===== src/rtl/dmem_arb_pkg.sv =====
// Shared types and constants for the data-memory arbiter.
// DMEM_ARB_FIXED_PRIO_EN selects fixed loader-first priority instead of round-robin.
package dmem_arb_pkg;

  localparam int unsigned ADDR_W_DEF  = 32;
  localparam int unsigned DATA_W_DEF  = 32;
  localparam int unsigned MEM_LAT_DEF = 1;
  localparam int unsigned CNT_W       = 4;
  localparam int unsigned F3_W        = 3;

  localparam logic PORT_CPU = 1'b0;
  localparam logic PORT_LDR = 1'b1;

  typedef enum logic [1:0] {
    IDLE   = 2'd0,
    ACCESS = 2'd1,
    RESP   = 2'd2
  } arb_state_t;

endpackage


===== src/rtl/rr_arb2.sv =====
// Combinational two-way grant; round-robin by default,
// loader-first fixed priority when DMEM_ARB_FIXED_PRIO_EN is defined.
module rr_arb2
  import dmem_arb_pkg::*;
(
  input  logic valid0,
  input  logic valid1,
  input  logic last_grant,
  output logic gnt0_c,
  output logic gnt1_c
);

`ifdef DMEM_ARB_FIXED_PRIO_EN
  logic unused_last_grant;
  assign unused_last_grant = last_grant;
`endif

  always_comb begin
    gnt0_c = 1'b0;
    gnt1_c = 1'b0;
    if (valid0 && valid1) begin
`ifdef DMEM_ARB_FIXED_PRIO_EN
      gnt1_c = 1'b1;
`else
      // Tie goes to the port not granted last.
      if (last_grant == PORT_CPU) gnt1_c = 1'b1;
      else                        gnt0_c = 1'b1;
`endif
    end else begin
      gnt0_c = valid0;
      gnt1_c = valid1;
    end
  end

endmodule


===== src/rtl/dmem_arbiter.sv =====
// Shares the data-memory port between the CPU (port 0) and the loader (port 1).
// Build option: DMEM_ARB_FIXED_PRIO_EN (fixed loader-first priority).
module dmem_arbiter
  import dmem_arb_pkg::*;
#(
  parameter int unsigned ADDR_W  = ADDR_W_DEF,
  parameter int unsigned DATA_W  = DATA_W_DEF,
  parameter int unsigned MEM_LAT = MEM_LAT_DEF
) (
  input  logic              clk,
  input  logic              rst,
  input  logic              req0_valid,
  output logic              req0_ready,
  input  logic              req0_we,
  input  logic [ADDR_W-1:0] req0_addr,
  input  logic [DATA_W-1:0] req0_wdata,
  input  logic [F3_W-1:0]   req0_funct3,
  input  logic              req1_valid,
  output logic              req1_ready,
  input  logic              req1_we,
  input  logic [ADDR_W-1:0] req1_addr,
  input  logic [DATA_W-1:0] req1_wdata,
  input  logic [F3_W-1:0]   req1_funct3,
  output logic              rsp0_valid,
  output logic [DATA_W-1:0] rsp0_rdata,
  output logic              rsp1_valid,
  output logic [DATA_W-1:0] rsp1_rdata,
  output logic              mem_read,
  output logic              mem_write,
  output logic [ADDR_W-1:0] mem_addr,
  output logic [DATA_W-1:0] mem_wdata,
  output logic [F3_W-1:0]   mem_funct3,
  input  logic [DATA_W-1:0] mem_rdata
);

  arb_state_t        state_q, state_d;
  logic [CNT_W-1:0]  cnt_q;
  logic              port_q;
  logic              we_q;
  logic [ADDR_W-1:0] addr_q;
  logic [DATA_W-1:0] wdata_q;
  logic [F3_W-1:0]   funct3_q;
  logic [DATA_W-1:0] rdata_q;
  logic              last_grant_q;
  logic              gnt0_c, gnt1_c;
  logic              accept_c;

  rr_arb2 u_arb (
    .valid0     (req0_valid),
    .valid1     (req1_valid),
    .last_grant (last_grant_q),
    .gnt0_c     (gnt0_c),
    .gnt1_c     (gnt1_c)
  );

  assign accept_c = (state_q == IDLE) && (gnt0_c || gnt1_c);

  // Next state, handshake and memory/response outputs, all decoded from registered state.
  always_comb begin
    state_d    = state_q;
    req0_ready = 1'b0;
    req1_ready = 1'b0;
    rsp0_valid = 1'b0;
    rsp1_valid = 1'b0;
    rsp0_rdata = '0;
    rsp1_rdata = '0;
    mem_read   = 1'b0;
    mem_write  = 1'b0;
    mem_addr   = '0;
    mem_wdata  = '0;
    mem_funct3 = '0;
    case (state_q)
      IDLE: begin
        req0_ready = gnt0_c;
        req1_ready = gnt1_c;
        if (accept_c) state_d = ACCESS;
      end
      ACCESS: begin
        mem_read   = !we_q;
        mem_write  = we_q;
        mem_addr   = addr_q;
        mem_wdata  = wdata_q;
        mem_funct3 = funct3_q;
        if (cnt_q == '0) state_d = RESP;
      end
      RESP: begin
        if (port_q == PORT_LDR) begin
          rsp1_valid = 1'b1;
          rsp1_rdata = rdata_q;
        end else begin
          rsp0_valid = 1'b1;
          rsp0_rdata = rdata_q;
        end
        state_d = IDLE;
      end
      default: state_d = IDLE;
    endcase
  end

  always_ff @(posedge clk or negedge rst) begin
    if (!rst) state_q <= IDLE;
    else      state_q <= state_d;
  end

  // Request latch and grant history, loaded on accept.
  always_ff @(posedge clk or negedge rst) begin
    if (!rst) begin
      port_q       <= PORT_CPU;
      we_q         <= 1'b0;
      addr_q       <= '0;
      wdata_q      <= '0;
      funct3_q     <= '0;
      last_grant_q <= PORT_LDR;
    end else if (accept_c) begin
      port_q       <= gnt1_c ? PORT_LDR : PORT_CPU;
      last_grant_q <= gnt1_c ? PORT_LDR : PORT_CPU;
      we_q         <= gnt1_c ? req1_we     : req0_we;
      addr_q       <= gnt1_c ? req1_addr   : req0_addr;
      wdata_q      <= gnt1_c ? req1_wdata  : req0_wdata;
      funct3_q     <= gnt1_c ? req1_funct3 : req0_funct3;
    end
  end

  // Latency counter and read capture on the final ACCESS cycle.
  always_ff @(posedge clk or negedge rst) begin
    if (!rst) begin
      cnt_q   <= '0;
      rdata_q <= '0;
    end else if (accept_c) begin
      cnt_q <= CNT_W'(MEM_LAT - 1);
    end else if (state_q == ACCESS) begin
      if (cnt_q != '0) cnt_q   <= cnt_q - CNT_W'(1);
      else             rdata_q <= we_q ? '0 : mem_rdata;
    end
  end

endmodule


===== config.mk =====
export PLATFORM = sky130hd
export DESIGN_NAME = dmem_arbiter
export DESIGN_NICKNAME = d
export VERILOG_FILES = /design/src/rtl/dmem_arb_pkg.sv /design/src/rtl/rr_arb2.sv /design/src/rtl/dmem_arbiter.sv
export SDC_FILE = /design/constraint.sdc
export NUM_CORES = 1
export LEC_CHECK = 0
export CAP_MARGIN = 10
export CORE_AREA = 2 2 125 127
export CTS_CLUSTER_DIAMETER = 30
export DETAILED_ROUTE_END_ITERATION = 8
export DIE_AREA = 0 0 127 129
export PLACE_DENSITY = 0.81
export SLEW_MARGIN = 30
export SYNTH_ARGS = -nofsm -noshare
export SYNTH_HDL_FRONTEND = slang
export SYNTH_SLANG_ARGS = --single-unit
export TNS_END_PERCENT = 1

===== constraint.sdc =====
create_clock -name clk -period 1.9 [get_ports clk]
set_input_delay 0.38 -clock clk [delete_from_list [all_inputs] [get_ports clk]]
set_output_delay 0.38 -clock clk [all_outputs]
set_load 0.005 [all_outputs]

## Yosys cells after proc, flatten, opt, wreduce, memory -nomap -nowiden

Index checks and enable logic that the tools add are counted.
W data, S select, Z words.

| operators by class | value |
|---|---|
| equality and inequality tests | 4 |
| bitwise logic cells | 2 |
| mux-type cells | 31 |
| reduce and logical (&&, ||, !) cells | 12 |
| add/sub/neg operators | 1 |

Operators with widths:

| cell | number |
|---|---|
| $mux W32 | 9 |
| $mux W1 | 14 |
| $mux W4 | 3 |
| $mux W3 | 2 |
| $logic_not A4 Y1 | 1 |
| $mux W2 | 2 |
| $ne A2 B2 Y1 const B | 2 |
| $pmux W2 S2 | 1 |
| $reduce_and A2 Y1 | 2 |
| $reduce_bool A2 Y1 | 2 |
| $reduce_bool A4 Y1 | 1 |
| $sub A4 B1 Y4 const B | 1 |
| $reduce_and A3 Y1 | 1 |
| $eq A2 B1 Y1 const B | 1 |
| $eq A2 B2 Y1 const B | 1 |
| $logic_and A1 B1 Y1 | 2 |
| $logic_not A2 Y1 | 1 |
| $not A1 Y1 | 2 |
| $logic_not A1 Y1 | 1 |
| $logic_or A1 B1 Y1 | 1 |

| storage, ports and cells | value |
|---|---|
| bits of input ports | 172 |
| word-level logic and storage cells | 59 |
| register bits after elaboration | 108 |

## Depth between registers and ports, before layout

Gate-level depths: netlist (run 1).

| depth | value |
|---|---|
| depth after elaboration | 6 |
| gate-level depth with buffers | 7 |
| gate-level depth less buffers | 5 |

## Cells and area by module

Synthesis (run 1) repeated with hierarchy kept, for this count alone.

| unflattened totals | value |
|---|---|
| cells, all modules | 599 |
| area total of the unflattened synthesis | 6070.8 um^2 |

Modules (own cells, without submodules):

| module | instances | sequential area each (um^2) | area an instance (um^2) | cells each |
|---|---|---|---|---|
| dmem_arbiter | 1 | 2703.8 | 6052.1 | 596 |
| rr_arb2 | 1 | 0.0 | 18.8 | 3 |

## Least setup slack after synthesis (run 1)

OpenSTA, ideal clock, no wires.

| path | value |
|---|---|
| path kind | register to register |
| from | register cnt_q[0] |
| to | register rdata_q[10] |
| period minus slack after synthesis | 1.692 ns |
| slack | 0.208 ns |
| arrival time | 1.567 ns |
| stages on the path, launching flop included | 8 |
| cells stage by stage | dfrtp_1 inv_1 ha_1 nand2b_1 or3_1 buf_6 buf_6 mux2_4 |

| on the way | value |
|---|---|
| word-level cells in the longest chain between the ends | 3 |

Ends and longest elaborated chain:

| item | RTL line | RTL |
|---|---|---|
| from (decl) | dmem_arbiter.sv:37 | `logic [CNT_W-1:0] cnt_q;` |
| from (signal assigned) | dmem_arbiter.sv:130 | `cnt_q <= CNT_W'(MEM_LAT - 1);` |
| from (signal assigned) | dmem_arbiter.sv:132 | `if (cnt_q != '0) cnt_q <= cnt_q - CNT_W'(1);` |
| $reduce_bool A4 Y1 | dmem_arbiter.sv:132 |  |
| $not A1 Y1 (no source line) | - |  |
| $reduce_and A3 Y1 (no source line) | - |  |
| to (signal assigned) | dmem_arbiter.sv:133 | `else rdata_q <= we_q ? '0 : mem_rdata;` |
| to (decl) | dmem_arbiter.sv:43 | `logic [DATA_W-1:0] rdata_q;` |

No other way between the ends.
A chain may end at the register's enable or synchronous reset.

## Final worst setup path (run 1)

| path | value |
|---|---|
| from | register state_q[0] |
| to | output mem_wdata[28] |

| on the way | value |
|---|---|
| word-level cells in the longest chain between the ends | 2 |

Ends and longest elaborated chain:

| item | RTL line | RTL |
|---|---|---|
| from (decl) | dmem_arbiter.sv:36 | `arb_state_t state_q, state_d;` |
| from (signal assigned) | dmem_arbiter.sv:102 | `else state_q <= state_d;` |
| $eq A2 B1 Y1 | dmem_arbiter.sv:72 | `case (state_q)` |
| $mux W32 | dmem_arbiter.sv:72 |  |
| to (decl) | dmem_arbiter.sv:31 | `output logic [DATA_W-1:0] mem_wdata,` |

No other way between the ends.

==> run_results.csv, run 1 <==
group,metric,value,unit
detailed_routing,ant_nets,0,
timing,fin_ws,-306.9,ps
outcome,failed_checks,"negative setup slack",
cts,clockBufferDepth,2,
logic_synthesis,synth_cell_types,29,
logic_synthesis,synth_nets,771,
cells_and_area,nets,1083,
cts,cts_max_level,3,
logic_synthesis,synth_top_cell_area_share,44.39,%
timing,tightest_slew,679.0,ps
cells_and_area,utilization,64.49,%
placement,hpwl,12850,um
cts,cts_tree,"built",
cts,cts.sinks,108,
grt,grt_max_degree,73,
detailed_routing,routed_via_density,5.064,
logic_synthesis,yosysTopAreaCell,"dfrtp_1",
setup_path,worstReg2RegEnd,"addr_q[26]",
grt,grt_pass1_vias,5150,
timing,slew_headroom,54.74,%
cts,clkSlewWorstSetupHoldPaths,70,ps
cells_and_area,multi_input_area,3184,sq um
grt,track_usage,21.55,%
logic_synthesis,synth_area_leaders,"dfrtp_1 (44%), and2_1 (14%), mux2i_1 (12%)",
timing,setup_tns,-12350,ps
setup_path,arrival,1830,ps
floorplanning,die_width,127,um
setup_path,regToRegStartpoint,"state_q[0]",
cells_and_area,syn2layout_area_growth,60.13,%
setup_path,cp.required,1520,ps
outcome,status,"complete, but fails checks",
logic_synthesis,syn_area,6032,sq um
setup_path,cpPeakStageDelay,450,ps
floorplanning,die-area,16380,sq um
floorplanning,core-area,14980,sq um
cells_and_area,antennaDiodeCount,0,
setup_path,crit_path_cell_trace,"nor2b_4 -> buf_12 -> buf_4 -> clkbuf_16 -> and2_1 -> dlygate4sd2_1",
timing,hold_viol,0,
timing,report.final.setup_viol,92,
logic_synthesis,syn_inst,597,
setup_path,setup.worst_path.class,"reg -> out",
power,p_per_area,1233,nW/um^2
power,p_int,7.706,mW
setup_path,critPathMaxFanout,25,
power,p_sw_share,35.29,%
detailed_routing,first_pass_iters,4,
placement,portBuffers,308,
power,power_frac_comb,50.4,%
cts,numCtsBuffers,9,
cells_and_area,fillCellCount,1245,
logic_synthesis,synth_ff_type,"dfrtp_1",
cts,clock_latency,350,ps
detailed_routing,wl,19670,um
logic_synthesis,synth_seq_area_share,44.82,%
power,leakagePower,4.829,nW
grt,grt_pass1_wl,27990,um
min_path,hold_path.class,"in -> async",
setup_path,crit_path_end_kind,"output pin",
grt,overflow,0,
detailed_routing,via_count,5581,
timing,rsz0062_at_grt,"true",
floorplanning,boundaryPins,309,
setup_path,reg2reg_depth,5,
detailed_routing,drc,0,
setup_path,critPathSlowestCell,"dfrtp_2",
timing,fin_crit_sh,116.2,%
floorplanning,die-height,129,um
floorplanning,rows,45,
power,seqPwrFrac,33.4,%
cells_and_area,regArea,2706,sq um
cells_and_area,drive_gt1_share,27.46,%
logic_synthesis,yosys_warnings,0,
setup_path,cp-start-kind,"flop",
grt,antenna_found_initial,0,
power,p_clk_share,16.2,%
timing,finalMaxSlewViolations,0,
cts,root_buffer,"clkbuf_16",
detailed_routing,wl_per_cell,17.85,um
power,vdd_drop_max,0.0007877,V
logic_synthesis,synthArstFlopShare,100.0,%
logic_synthesis,ys_seq_elements,108,
run,cap_violations,0,
power,power,11.91,mW
logic_synthesis,synthTopCellsByCount,"o21ai_0 (135), and2_1 (132), dfrtp_1 (107), mux2i_1 (71), clkbuf_1 (38)",
placement,place.gp.congestion,0.7789,
timing,min_period,2207,ps
detailed_routing,drtIter0Drc,275,
floorplanning,start_util,40.28,%
logic_synthesis,synth_edf_count,0,
setup_path,reg2reg_slack,110,ps
timing,worst_clock_skew,7.107,ps
logic_synthesis,avgSynthCellArea,10.10,sq um
logic_synthesis,synth_most_common_cell,"o21ai_0",
timing,max_freq,0.4531,GHz
power,switching_power,4.203,mW
per-stage QoR:
step | setup slack (ps) | instances | hold WS [ps] | instance area (sq um)
2_1_floorplan | 207.9 | 597 | 84.41 | 6032
5_1_grt | -362.5 | 1102 | 442.3 | 9659
6_report | -306.9 | 1102 | 423.3 | 9659
4_1_cts | -432.0 | 1079 | 397.1 | 9774
3_3_place_gp | -318.9 | 1062 | 237.3 | 9434
3_5_place_dp | -333.0 | 1062 | 237.7 | 9434
repair_timing:
| item | in CTS | in global routing |
|---|---|---|
| gates cloned | 0 | 9 |
| gates resized for setup | 167 | 241 |
| hold endpoints to repair | 9 | 0 |
| pin swaps | 2 | 3 |
| buffers inserted | 0 | 14 |
| setup endpoints to repair | 137 | 169 |
| hold buffers | 1 | 0 |
state kept, by name, summed over array words and instances (netlist names):
| signal | count |
|---|---|
| we_q | 1 |
| funct3_q | 3 |
| last_grant_q | 1 |
| rdata_q | 32 |
| state_q | 2 |
| wdata_q | 32 |
| addr_q | 32 |
| port_q | 1 |
| cnt_q | 4 |
area by class of cell:
| cell class | instances | share of cell area, % |
|---|---|---|
| multi-input combinational | 434 | 32.97 |
| clock inverter | 6 | 0.6606 |
| clock buffer | 10 | 2.474 |
| inverter | 5 | 0.1943 |
| timing repair buffer | 351 | 33.25 |
| sequential | 108 | 28.02 |
| tap | 188 | 2.435 |
worst max path at each step:
| stage | from | end |
|---|---|---|
| after floorplan | cnt_q[0] | rdata_q[10] |
| after global placement | req1_valid | req1_ready |
| after detailed placement | req1_valid | req1_ready |
| after CTS | state_q[0] | mem_addr[12] |
| after global routing | state_q[0] | mem_wdata[28] |
| final | state_q[0] | mem_wdata[28] |
logic make-up after synthesis:
| kind of cell | after synthesis | synth area share [%] |
|---|---|---|
| AOI/OAI and AO/OA | 149 | 12.55 |
| adders and majority gates | 2 | 0.4148 |
| buffers and inverters | 55 | 4.169 |
| DFF | 108 | 44.82 |
| muxes | 103 | 19.56 |
| and+or+nand+nor | 180 | 18.48 |
critical path: cells and delay by family, from the launching register on:
kind	cells	cell delay [ps]
simple gates	2	310
buf+inv	4	710
flops	1	450
cells in the final DEF, fill, tap and decap left out, types with 3 or more instances in the layout:
cell,count
o21ai_0,135
inv_1,4
clkbuf_16,17
clkdlybuf4s50_1,170
nor2b_1,32
buf_4,15
dfrtp_1,105
mux2_4,29
buf_6,12
buf_2,31
o21ai_1,7
and2_1,113
nor2_1,3
buf_12,13
mux2_2,3
mux2i_1,71
and2_4,19
dlymetal6s2s_1,9
clkbuf_2,82
clkdlybuf4s15_2,8
power groups by stage:
stage          Clock, mW  Sequential (mW)  Combinational, mW
2_1_floorplan          0             3.76               3.17
3_3_place_gp           0             3.94               5.68
3_5_place_dp           0             3.99               5.76
4_1_cts             1.98             3.95               5.67
5_1_grt             2.07             4.12               6.55
6_report            1.93             3.98               6.00
routing by layer:
metal / up-vias / share of wire [%] / track usage [%]
met5: - / 0 / 0
met4: 0 / 1.6 / 6.658
met1: 2657 / 39 / 26.21
met3: 24 / 7.9 / 5.821
met2: 245 / 51 / 37.51
li1: 2655 / - / -
Power figures use the tool's default switching activity.
==> run 2: changes to the inputs <==
--- a/config.mk
+++ b/config.mk
@@ -7,8 +7,8 @@
 export LEC_CHECK = 0
 export CAP_MARGIN = 10
-export CORE_AREA = 2 2 125 127
+export CORE_AREA = 10 10 133 135
 export CTS_CLUSTER_DIAMETER = 30
 export DETAILED_ROUTE_END_ITERATION = 8
-export DIE_AREA = 0 0 127 129
+export DIE_AREA = 0 0 143 145
 export PLACE_DENSITY = 0.81
 export SLEW_MARGIN = 30
==> constraint.sdc (replaced) <==
create_clock -name clk -period 1.9 [get_ports clk]
set_input_delay 0.38 -clock clk [delete_from_list [all_inputs] [get_ports clk]]
set_output_delay 0.38 -clock clk [all_outputs]
set_load 0.1 [all_outputs]
==> run_results.csv, run 2 (synthesis gave the netlist of run 1 again) <==
group,metric,value,unit
detailed_routing,drtIter0Drc,222,
grt,grt_pass1_vias,6374,
cts,numCtsBuffers,9,
setup_path,cp.required,1520,ps
cts,clockBufferDepth,2,
cts,root_buffer,"clkbuf_16",
min_path,hold_path.class,"reg -> reg",
cts,cts.sinks,108,
timing,fin_crit_sh,107.7,%
cts,cts_max_level,3,
detailed_routing,ant_nets,0,
setup_path,cp-start-kind,"flop",
placement,portBuffers,308,
timing,report.final.setup_viol,134,
floorplanning,die-height,145,um
timing,hold_viol,0,
floorplanning,die-area,20740,sq um
placement,pre_cts_ws,-33.12,ps
setup_path,worstReg2RegEnd,"rdata_q[23]",
cells_and_area,final_cell_mix,"clkdlybuf4s50_1 (170), buf_12 (150), o21ai_0 (135)",
setup_path,crit_path_end_kind,"output pin",
timing,slew_headroom,70.29,%
setup_path,setup.worst_path.class,"reg -> out",
detailed_routing,via_count,5728,
setup_path,reg2reg_depth,6,
detailed_routing,first_pass_iters,6,
cts,cts_tree,"built",
power,p_per_area,1695,nW/um^2
floorplanning,boundaryPins,309,
timing,rsz0062_at_grt,"true",
floorplanning,rows,45,
placement,place.gp.congestion,0.8187,
power,leakagePower,5.254,nW
grt,antenna_found_initial,0,
grt,track_usage,22.30,%
cells_and_area,top_regs,"addr_q x32, rdata_q x32, wdata_q x32",
floorplanning,core-area,15030,sq um
floorplanning,start_util,40.12,%
timing,finalMaxSlewViolations,0,
cells_and_area,drive_gt1_share,39.23,%
setup_path,regToRegStartpoint,"cnt_q[0]",
setup_path,reg2reg_slack,140,ps
detailed_routing,drc,0,
timing,setup_tns,-14090,ps
cells_and_area,final_common_cell,"clkdlybuf4s50_1",
cts,clock_latency,350,ps
run,cap_violations,0,
power,vdd_drop_max,0.0007368,V
setup_path,endpoint,"rsp1_rdata[29]",
setup_path,critPathLaunch,"state_q[0]",
timing,whs,508.5,ps
timing,tightest_slew,445.7,ps
cells_and_area,utilization,77.74,%
grt,grt_max_degree,46,
grt,overflow,0,
placement,hpwl,17450,um
outcome,status,"complete, but fails checks",
setup_path,arrival,1670,ps
cells_and_area,antennaDiodeCount,0,
outcome,failed_checks,"negative setup slack",
detailed_routing,wl,23680,um
floorplanning,die_width,143,um
detailed_routing,routed_via_density,5.241,
cells_and_area,syn2layout_area_growth,93.74,%
grt,grt_pass1_wl,36360,um
cts,clkSlewWorstSetupHoldPaths,70,ps
timing,worst_clock_skew,7.909,ps
cells_and_area,nets,1074,
timing,min_period,2046,ps
timing,fin_ws,-146.2,ps
detailed_routing,wl_per_cell,21.67,um
cells_and_area,multi_input_area,3435,sq um
setup_path,critPathMaxFanout,16,
cells_and_area,regArea,2706,sq um
cells_and_area,fillCellCount,925,
timing,max_freq,0.4887,GHz
-- run 2: through the flow --
step | total power [mW] | cells | area [sq um]
2_1_floorplan | 11.76 | 597 | 6052
3_3_place_gp | 16.35 | 1068 | 10880
3_5_place_dp | 16.63 | 1068 | 10880
4_1_cts | 19.68 | 1092 | 11590
5_1_grt | 20.60 | 1093 | 11690
6_report | 19.80 | 1093 | 11690
-- run 2: layer usage --
layer	part of all wire [%]	wire (um)	vias up	global-route usage (%)
li1	-	-	2631	-
met1	35	8371	2752	23.71
met2	51	12020	291	38.57
met3	11	2508	54	8.475
met4	3.3	786	0	8.978
met5	0	0	-	0
-- run 2: worst min-delay path by stage --
| stage | startpoint | endpoint | depth (start not counted) |
|---|---|---|---|
| floorplan | rst | addr_q[0] | 0 |
| global placement | rst | rdata_q[18] | 1 |
| detailed placement | rst | rdata_q[20] | 1 |
| CTS | addr_q[26] | addr_q[26] | 2 |
| global route | addr_q[27] | addr_q[27] | 2 |
| finish | wdata_q[16] | wdata_q[16] | 2 |
-- run 2: repair_timing --
action                                  in CTS  in global routing
pin swaps                                   53                 13
hold endpoints to repair                    25                  0
hold buffers                                 1                  0
endpoints found under the setup margin     134                166
gates cloned                                 3                  1
gates resized for setup                    100                 28
setup buffers                                4                  0
-- run 2: worst max-delay path, stage by stage (launching register included) --
cell and delay [ps]:
dfrtp_2 450, and3b_2 320, clkbuf_16 200, and2_4 160, buf_12 170
-- run 2: report_power, final --
| group | total (mW) | internal, mW | switching (mW) |
|---|---|---|---|
| combinational | 13.6 | 5.49 | 8.09 |
| clock | 2.13 | 1.27 | 0.862 |
| sequential | 4.10 | 3.38 | 0.713 |
-- run 2: layout make-up --
cell class | count | area share (%)
multi-input cells | 434 | 29.39
clock inverters | 3 | 0.5782
clock buffers | 13 | 2.313
flip-flops and latches | 108 | 23.16
well taps | 188 | 2.013
inverters | 5 | 0.1606
repair buffers | 342 | 42.39
